<file path="config.mk">
export PLATFORM = sky130hd
export DESIGN_NAME = sat_counter
export DESIGN_NICKNAME = d
export VERILOG_FILES = /design/src/rtl/sat_counter.sv
export SDC_FILE = /design/constraint.sdc
export NUM_CORES = 1
export LEC_CHECK = 0
export BUFFER_PORTS_ARGS = -buffer_cell sky130_fd_sc_hd__buf_2
export CORE_AREA = 4 4 56 58
export DETAILED_ROUTE_END_ITERATION = 6
export DIE_AREA = 0 0 60 62
export PLACE_DENSITY = 0.66
export SYNTH_ARGS = -nofsm -noshare
export SYNTH_HDL_FRONTEND = slang
export SYNTH_SLANG_ARGS = --single-unit
</file>
<file path="constraint.sdc">
create_clock -name clk -period 2.8 [get_ports clk]
set_input_delay 0.56 -clock clk [delete_from_list [all_inputs] [get_ports clk]]
set_output_delay 0.56 -clock clk [all_outputs]
set_load 0.05 [all_outputs]
</file>
<file path="src/rtl/sat_counter.sv">
// Statistics counter: clear beats increment, and the count sticks at all-ones.
module sat_counter #(
  parameter int W = 16
) (
  input  logic         clk,
  input  logic         resetn,
  input  logic         clr,
  input  logic         inc,
  output logic [W-1:0] cnt
);

  logic [W-1:0] cnt_q;
  logic [W-1:0] cnt_d;

  function automatic logic [W-1:0] sat_inc(input logic [W-1:0] v);
    return (&v) ? v : v + W'(1);
  endfunction

  always_comb begin
    cnt_d = cnt_q;
    if (clr) begin
      cnt_d = '0;
    end else if (inc) begin
      cnt_d = sat_inc(cnt_q);
    end
  end

  always_ff @(posedge clk or negedge resetn) begin
    if (!resetn) begin
      cnt_q <= '0;
    end else begin
      cnt_q <= cnt_d;
    end
  end

  assign cnt = cnt_q;

endmodule

</file>
== After elaboration in Yosys (flattened, before gate mapping) ==
Cells that the tools add are included.

* Logic and storage cells: 9
* Output and inout port bits: 16
* Bits of input ports: 4
* Register bits: 16

* Multiplexer cells: 3
* Eq/ne operators: 1
* Add/subtract/negate cells: 1
* Reduce and logical (&&, ||, !) cells: 3

{| class="wikitable"
|+ Operators by type and width
! operator !! count
|-
| 16-bit two-way mux || 3
|-
| 16-bit by 1-bit adder with 16-bit output (second input constant) || 1
|-
| 16-bit AND reduction || 1
|-
| 2-bit != test (second input constant) || 1
|-
| 2-bit AND reduction || 1
|-
| 2-bit nonzero test || 1
|}

== Depth between registers and ports, before layout ==
Gate-level depths: netlist (run 1).

* Word-level depth: 4
* Mapped depth: 6
* Gate-level depth less buffers: 5

== Worst setup path after synthesis (run 1) ==
Ideal clock, no wire load.

* Path kind: register to register
* From: register cnt_q[0] (netlist: cnt[0])
* To: register cnt_q[14] (netlist: cnt[14])
* Data arrival time: 2.041 ns
* Cell stages (with the launch flop): 7
* Path slack: 0.681 ns
* Buffers on the path: 1
* Setup time: 0.078 ns
* Clock period less this slack: 2.119 ns
* Data required time: 2.722 ns
* Path through: dfrtp_1 ha_1 nand3_1 or3_1 buf_2 or4_1 a21oi_1

* Longest elaborated chain between the ends: 4
* Elaborated cells on any way between the ends: 7
* Those cells by class: 1 x add/sub; 1 x eq/ne; 3 x mux; 2 x reduce/logical

{| class="wikitable"
|+ Ends and longest elaborated chain
! what !! RTL line !! source
|-
| from (decl) || 12 || <nowiki>logic [W-1:0] cnt_q;</nowiki>
|-
| from (signal assigned) || 32 || <nowiki>cnt_q <= cnt_d;</nowiki>
|-
| 16-bit by 1-bit adder with 16-bit output || 16 || <nowiki>return (&v) ? v : v + W'(1);</nowiki>
|-
| 16-bit two-way mux || 16 ||
|-
| 16-bit two-way mux || 23 || <nowiki>end else if (inc) begin</nowiki>
|-
| 16-bit two-way mux || 21 || <nowiki>if (clr) begin</nowiki>
|}

Several ways; a longest one is shown, not always the timed one. The select of a mux whose other input is x is not followed.
A chain may end at the register's enable or synchronous reset.

== Final worst setup path (run 1) ==
Ends and elaborated chain as after synthesis.

==> results of run 1 <==
layout make-up:
cell class	instances	area (um^2)	area share
tap	31	38.79	0.03664
clock buffer	4	36.28	0.03428
sequential	16	400.4	0.3782
multi-input combinational	75	476.7	0.4504
inverter	3	11.26	0.01064
timing repair buffer	19	95.09	0.08983
cells in the mapped netlist, drive strengths merged, types with 2 or more instances:
library cell  count
nand3             5
nand2             7
nor2              6
inv               3
and3              2
a21oi            11
dfrtp            16
or3               4
nor4              3
nor3              6
o31ai             3
nand4             6
buf               3
o21ai             3
o41ai             3
or4               4
worst paths after layout:
check | end | slack (ns) | cells after the start
worst max register to register | cnt[14]$_DFFE_PN0P_ | 0.93 | 5
worst min-delay path | cnt[2]$_DFFE_PN0P_ | 0.17 | 1
max in group asynchronous | cnt[13]$_DFFE_PN0P_ | 2.36 | 1
worst min register to register | cnt[15]$_DFFE_PN0P_ | 0.60 | 2
min in group clk | cnt[15]$_DFFE_PN0P_ | 0.60 | 2
worst max-delay path | cnt[14]$_DFFE_PN0P_ | 0.93 | 5
cell families (layout without fill, tap and decap cells):
kind of cell             Yosys count  in the layout  synth area share
flip-flops                        16             16            0.4420
AND/OR/NAND/NOR                   47             47            0.3039
multiplexers                       2              2           0.02348
XOR/XNOR                           1              1          0.009670
AO/OA/AOI/OAI                     24             24            0.1754
buffers and inverters              7             26           0.03176
adder cells (fa/ha/maj)            1              1           0.01381
worst reg2reg max path: stages (launching register included):
cell     delay (ns)
dfrtp_1        0.43
ha_1           0.26
nand3_1        0.11
or3_1          0.43
or4_1          0.43
a21oi_1        0.15
where the power goes:
group          total (mW)  internal, mW  leakage [nW]  switching [mW]
clock               0.155        0.0793        0.0210          0.0757
sequential          0.238         0.234         0.222         0.00405
combinational      0.0332       0.00801         0.197          0.0252
through the flow:
stage | instances | total power, mW
after floorplan | 98 | 0.2631
after global placement | 144 | 0.2756
after detailed placement | 144 | 0.2766
after CTS | 148 | 0.4368
after global routing | 148 | 0.4495
final | 148 | 0.4261
placed cells by master, fill, tap and decap left out, types with 2 or more instances in the layout:
cell type / instances
or3_1: 4
o21ai_0: 3
clkbuf_4: 3
and3_1: 2
nand3_1: 4
nand4_1: 5
inv_1: 3
or4_1: 4
nor4_1: 3
o31ai_1: 3
o41ai_1: 2
dfrtp_1: 16
a21oi_1: 11
buf_2: 19
nor3_1: 5
nor2_1: 6
nand2_1: 7
metal layers:
metal / up-vias / GRT usage / share of wire
met2: 19 / 0.2207 / 0.47
met1: 404 / 0.1771 / 0.46
li1: 423 / - / -
met4: 0 / 0.06646 / 0.020
met3: 5 / 0.02273 / 0.051
met5: - / 0 / 0
==> flow_summary.ini, run 1 <==
[outcome]
status = finished, final reports clean

[synthesis]
synthDistinctLibCells = 34
synth_flop_cell = dfrtp_1
syn_area_um2 = 905.9
synth_top_area_cell = dfrtp_1
yosys_warnings = 0
syn_inst = 98
ys_seq_area_frac = 0.4420
syn_nets = 103
synth_edf_count = 0
yosys-top-cells-area = dfrtp_1 (44%), a21oi_1 (6.1%), nand4_1 (3.5%)
ys_seq_elements = 16
synth_top_area_frac = 0.4420
syn_avg_cell_area_um2 = 9.244
async_flop_share = 1.000

[routing]
via_per_inst = 5.750
drc = 0
detail-route-antenna-nets = 0
dr_total_vias = 851
dr.pass1.iters = 4
wl_um = 2146
drt-initial-drc-count = 11
avgRoutedWirePerCell_um = 14.50

[setup_path]
crit_path_start = cnt[0]$_DFFE_PN0P_
crit_arrival_ns = 2.09
worstSetupStartpointType = flop
path_delay_family = simple AND/OR/NAND/NOR gates
critPathBufInv = 0
worstPathCellList = ha_1 -> nand3_1 -> or3_1 -> or4_1 -> a21oi_1
critical_path_class = reg -> reg
critPathSlowestCell = dfrtp_1
critPathMaxStageDelay_ns = 0.43
cp.required_ns = 3.02
r2r-start = cnt[0]$_DFFE_PN0P_
cp-end-kind = flop
crit_fanout = 8

[cts]
ctsResizeCount = 0
insertion_delay_ns = 0.29
htree_levels = 1
cts_tree = done
numCtsBuffers = 3
cts_max_path_buffers = 2
post_cts_buffers = 0
cts_root_buffer = clkbuf_4
holdBufCountCts = 0
cts.sinks = 16
path_clk_slew_ns = 0.10

[cells_and_area]
final_area_um2 = 1059
largest_reg_flops = 16
layout-drive-gt1-share = 0.2393
nets = 123
antenna_cells = 0
syn_to_final_growth_pct = 16.85
nFillCells = 295
utilization = 0.3976

[place]
dp_hpwl_um = 1561
placed_area_um2 = 1022
pre_cts_ws_ns = 0.9177
place_congestion = 0.7933
port_buffers = 19

[grt]
grt_overflow = 0
track_usage = 0.1363
grt_pass1_wl_um = 3801
antenna_found_initial = 0
grt_max_degree = 18
grt_pass1_vias = 832

[die]
core-area_um2 = 2663
dieWidth_um = 60
dieArea_um2 = 3720
fp-row-count = 19
die_height_um = 62
num_io_pins = 20
initial_core_util = 0.3402

[power_and_ir_drop]
p_leak_nw = 0.4404
irDropWorstVdd_mv = 0.3118
power_density_nw_per_um2 = 402.5

[sta]
drv_slew = 0
layout_setup_ws_ns = 0.9317
finalHoldViolations = 0
finalCritPeriodShare = 0.6672
setup_tns_ns = 0
whs_ns = 0.1691
fmax_ghz = 0.5352
worst_slew_margin_rel = 0.6575
setup_violations = 0
grt_setup_unrepaired = false
max_slew.worst_pin.slew_ns = 0.5090
skew_ns = 0.004864
post-route-min-period_ns = 1.868

[flow_run]
maxCapViolCount = 0

[worst_hold_path]
hold_path_class = in -> async
Note: power is estimated with default switching activity, not from simulation.
==> inputs of run 2 (changes only) <==
- clock period: 2.8 -> 1.9 ns (I/O delays scaled with it)
==> flow_summary.ini, run 2 (same netlist as run 1, synthesis figures left out) <==
[cts]
ctsResizeCount = 0
cts_root_buffer = clkbuf_4
htree_levels = 1
cts.sinks = 16
cts_max_path_buffers = 2
path_clk_slew_ns = 0.09
insertion_delay_ns = 0.28
cts_tree = done
numCtsBuffers = 3

[power_and_ir_drop]
p_leak_nw = 0.4362
power_density_nw_per_um2 = 567.4
irDropWorstVdd_mv = 0.3100

[routing]
avgRoutedWirePerCell_um = 14.16
drt-initial-drc-count = 20
wl_um = 2138
dr.pass1.iters = 4
dr_total_vias = 885
drc = 0
via_per_inst = 5.861
detail-route-antenna-nets = 0

[grt]
antenna_found_initial = 0
grt_pass1_vias = 832
track_usage = 0.1281
grt_max_degree = 18
grt_pass1_wl_um = 3650
grt_overflow = 0

[setup_path]
crit_fanout = 6
crit_arrival_ns = 2.01
worstSetupStartpointType = flop
cp.required_ns = 2.09
r2r_slack_ns = 0.08
cp-end-kind = flop
r2r_end = cnt[6]$_DFFE_PN0P_
critical_path_class = reg -> reg
rr_worst_depth = 4
r2r-start = cnt[15]$_DFFE_PN0P_

[die]
initial_core_util = 0.3402
die_height_um = 62
fp-row-count = 19
dieArea_um2 = 3720
core-area_um2 = 2663
dieWidth_um = 60
num_io_pins = 20

[worst_hold_path]
hold_depth = 2
hold_end = cnt[0]$_DFFE_PN0P_
hold_path_class = in -> reg
holdCritStartpoint = clr

[sta]
fmax_ghz = 0.5499
max_slew.worst_pin.slew_ns = 0.5333
finalHoldViolations = 0
post-route-min-period_ns = 1.819
setup_violations = 0
whs_ns = 0.4569
skew_ns = 0.002022
grt_setup_unrepaired = false
drv_slew = 0
worst_slew_margin_rel = 0.6412
finalCritPeriodShare = 0.9571

[place]
port_buffers = 19
place_congestion = 0.8338
dp_hpwl_um = 1581
dp.cells = 146
placed_area_um2 = 1062

[cells_and_area]
layout-drive-gt1-share = 0.3417
final_cells = 151
multi_input_area_um2 = 489.2
antenna_cells = 0
syn_to_final_growth_pct = 22.38
largest_reg_flops = 16
nets = 126
final_common_cell = buf_2
nFillCells = 272
final_area_um2 = 1109
mostFrequentLayoutCells = buf_2 (19), a21oi_1 (11), dfrtp_2 (10), nand2_1 (7)
regArea_um2 = 412.9

[flow_run]
maxCapViolCount = 0

[outcome]
status = finished, final reports clean
==> run 2: changes by cell type in the layout (fill, tap and decap cells not counted) <==
cell           delta
ha_4              +1
dfrtp_2          +10
dlygate4sd3_1     +1
buf_4             +2
ha_1              -1
dfrtp_1          -10
==> run 2: cell type report <==
class | instances | area share
timing repair buffer | 22 | 0.1084
sequential | 16 | 0.3725
multi-input combinational | 75 | 0.4413
tap | 31 | 0.03499
inverter | 3 | 0.01016
clock buffer | 4 | 0.03273
==> run 2: worst max-delay path by stage <==
stage	start	endpoint	slack, ns	depth (start not counted)
after floorplan	cnt[6]$_DFFE_PN0P_	cnt[14]$_DFFE_PN0P_	-0.002	5
after global placement	cnt[0]$_DFFE_PN0P_	cnt[14]$_DFFE_PN0P_	0.19	5
after detailed placement	cnt[0]$_DFFE_PN0P_	cnt[14]$_DFFE_PN0P_	0.16	5
after CTS	cnt[0]$_DFFE_PN0P_	cnt[14]$_DFFE_PN0P_	0.12	5
after global routing	cnt[15]$_DFFE_PN0P_	cnt[6]$_DFFE_PN0P_	0.02	4
final	cnt[15]$_DFFE_PN0P_	cnt[6]$_DFFE_PN0P_	0.08	4
==> run 2: stage by stage <==
| step | utilization | worst slack (ns) | power [mW] | TNS [ns] |
|---|---|---|---|---|
| 3_3_place_gp | 0.3990 | 0.1915 | 0.4100 | 0 |
| 2_1_floorplan | - | -0.002462 | 0.3915 | -0.002462 |
| 4_1_cts | 0.4164 | 0.1225 | 0.6430 | 0 |
| 5_1_grt | 0.4164 | 0.01891 | 0.6564 | 0 |
| 6_report | 0.4164 | 0.08142 | 0.6290 | 0 |
| 3_5_place_dp | 0.3990 | 0.1559 | 0.4108 | 0 |
==> run 2: per-layer routing <==
metal | up-vias | part of all wire | GRT usage
met5 | - | 0 | 0
met4 | 0 | 0.0042 | 0.06646
met3 | 2 | 0.054 | 0.02273
met2 | 25 | 0.50 | 0.2145
met1 | 436 | 0.44 | 0.1582
li1 | 422 | - | -
==> run 2: report_power, final <==
part,internal [mW],switching (mW)
clock network,0.117,0.108
registers,0.345,0.00756
logic,0.0148,0.0369
total,0.477,0.152
==> run 2: worst max-delay path, cell delays in order, from the launching register on <==
cell and delay, ns:
dfrtp_1 0.43, nand4_1 0.31, nor4_1 0.59, nor2_1 0.13, a311oi_1 0.27
==> run 2: timing repair <==
| item | in CTS | in global routing |
|---|---|---|
| hold buffers | 1 | 0 |
| endpoints found under the hold margin | 16 | 0 |
| buffers inserted | 0 | 0 |
==> inputs of run 3 (changes only) <==
- CORE_AREA: 4 4 56 58 -> 4 4 47 49
- DIE_AREA: 0 0 60 62 -> 0 0 51 53
- PLACE_DENSITY: 0.66 -> 0.86
==> flow_summary.ini, run 3 (same netlist as run 1, synthesis figures left out) <==
[outcome]
status = finished, final reports clean

[cts]
holdBufCountCts = 1
insertion_delay_ns = 0.29
post_cts_buffers = 0
numCtsBuffers = 3
htree_levels = 1
cts_root_buffer = clkbuf_4
cts_max_path_buffers = 2
cts_tree = done
cts.sinks = 16
path_clk_slew_ns = 0.09
ctsResizeCount = 0

[sta]
grt_setup_unrepaired = false
setup_tns_ns = 0
finalHoldViolations = 0
max_slew.worst_pin.slew_ns = 0.4995
skew_ns = 0.005158
finalCritPeriodShare = 0.9335
post-route-min-period_ns = 1.774
worst_slew_margin_rel = 0.6639
setup_violations = 0
whs_ns = 0.4550
drv_slew = 0
layout_setup_ws_ns = 0.1264
fmax_ghz = 0.5638

[die]
initial_core_util = 0.4866
num_io_pins = 20
dieWidth_um = 51
core-area_um2 = 1862
die_height_um = 53
dieArea_um2 = 2703
fp-row-count = 16

[routing]
avgRoutedWirePerCell_um = 14.20
drt-initial-drc-count = 18
via_per_inst = 6.054
drc = 0
detail-route-antenna-nets = 0
dr.pass1.iters = 6
dr_total_vias = 896
wl_um = 2102

[setup_path]
crit_fanout = 8
worstSetupStartpointType = flop
r2r_slack_ns = 0.13
critical_path_class = reg -> reg
rr_worst_depth = 5
crit_arrival_ns = 1.99
cp.required_ns = 2.12
cp-end-kind = flop

[place]
port_buffers = 19
dp_hpwl_um = 1544
place_congestion = 0.8926
pre_cts_ws_ns = 0.1739

[grt]
grt_max_degree = 18
antenna_found_initial = 0
track_usage = 0.1693
grt_pass1_vias = 813
grt_overflow = 0
grt_pass1_wl_um = 3415

[cells_and_area]
final_common_cell = buf_2
nFillCells = 171
largest_reg_flops = 16
nets = 127
layout-drive-gt1-share = 0.3388
syn_to_final_growth_pct = 21.55
mostFrequentLayoutCells = buf_2 (19), a21oi_1 (11), dfrtp_2 (10), nand2_1 (7)
antenna_cells = 0

[power_and_ir_drop]
irDropWorstVdd_mv = 0.3508
p_leak_nw = 0.4356
power_density_nw_per_um2 = 542.4

[worst_hold_path]
hold_depth = 2
hold_path_class = in -> reg

[flow_run]
maxCapViolCount = 0
==> run 3: cell count changes in the layout (fill, tap and decap cells not counted), sizes merged <==
| cell | delta |
|---|---|
| buf | +1 |
==> run 3: area by class of cell <==
type                    instances  area (um^2)  share of cell area
multi-input cells              75        489.2              0.4443
well taps                      27        33.78             0.03068
flip-flops and latches         16        412.9              0.3750
repair buffers                 23        127.6              0.1159
inverters                       3        11.26             0.01023
clock buffers                   4        26.28             0.02386
==> run 3: where the power goes <==
part	internal [mW]	switching [mW]	leakage, nW
clock network	0.0817	0.109	0.0150
logic	0.0154	0.0376	0.215
registers	0.345	0.00829	0.206
==> run 3: critical path, stage by stage, from the launching register on <==
cell     delay, ns
dfrtp_2       0.44
ha_4          0.17
nand3_1       0.09
or3_1         0.42
or4_1         0.42
a21oi_1       0.16
==> run 3: path summary, 6_finish.rpt <==
| check | start | to |
|---|---|---|
| min in group asynchronous | resetn | cnt[3]$_DFFE_PN0P_ |
| max | cnt[0]$_DFFE_PN0P_ | cnt[14]$_DFFE_PN0P_ |
| min | clr | cnt[0]$_DFFE_PN0P_ |
| min reg2reg | cnt[15]$_DFFE_PN0P_ | cnt[15]$_DFFE_PN0P_ |
| max reg2reg | cnt[0]$_DFFE_PN0P_ | cnt[14]$_DFFE_PN0P_ |
| max in group asynchronous | resetn | cnt[1]$_DFFE_PN0P_ |
==> run 3: routing by layer <==
metal,global-route usage,routed length (um)
met1,0.1989,906
met2,0.2768,1023
met3,0.03380,102
met4,0.1166,70
met5,0,0
==> run 3: per-stage QoR <==
| stage | std cells | util | power, mW | area [um^2] |
|---|---|---|---|---|
| final | 148 | 0.5914 | 0.5972 | 1101 |
| after global routing | 148 | 0.5914 | 0.6235 | 1101 |
| after CTS | 148 | 0.5914 | 0.6040 | 1101 |
| after detailed placement | 143 | 0.5719 | 0.4130 | 1065 |
| after global placement | 143 | 0.5719 | 0.4091 | 1065 |
| after floorplan | 98 | - | 0.3915 | 930.9 |
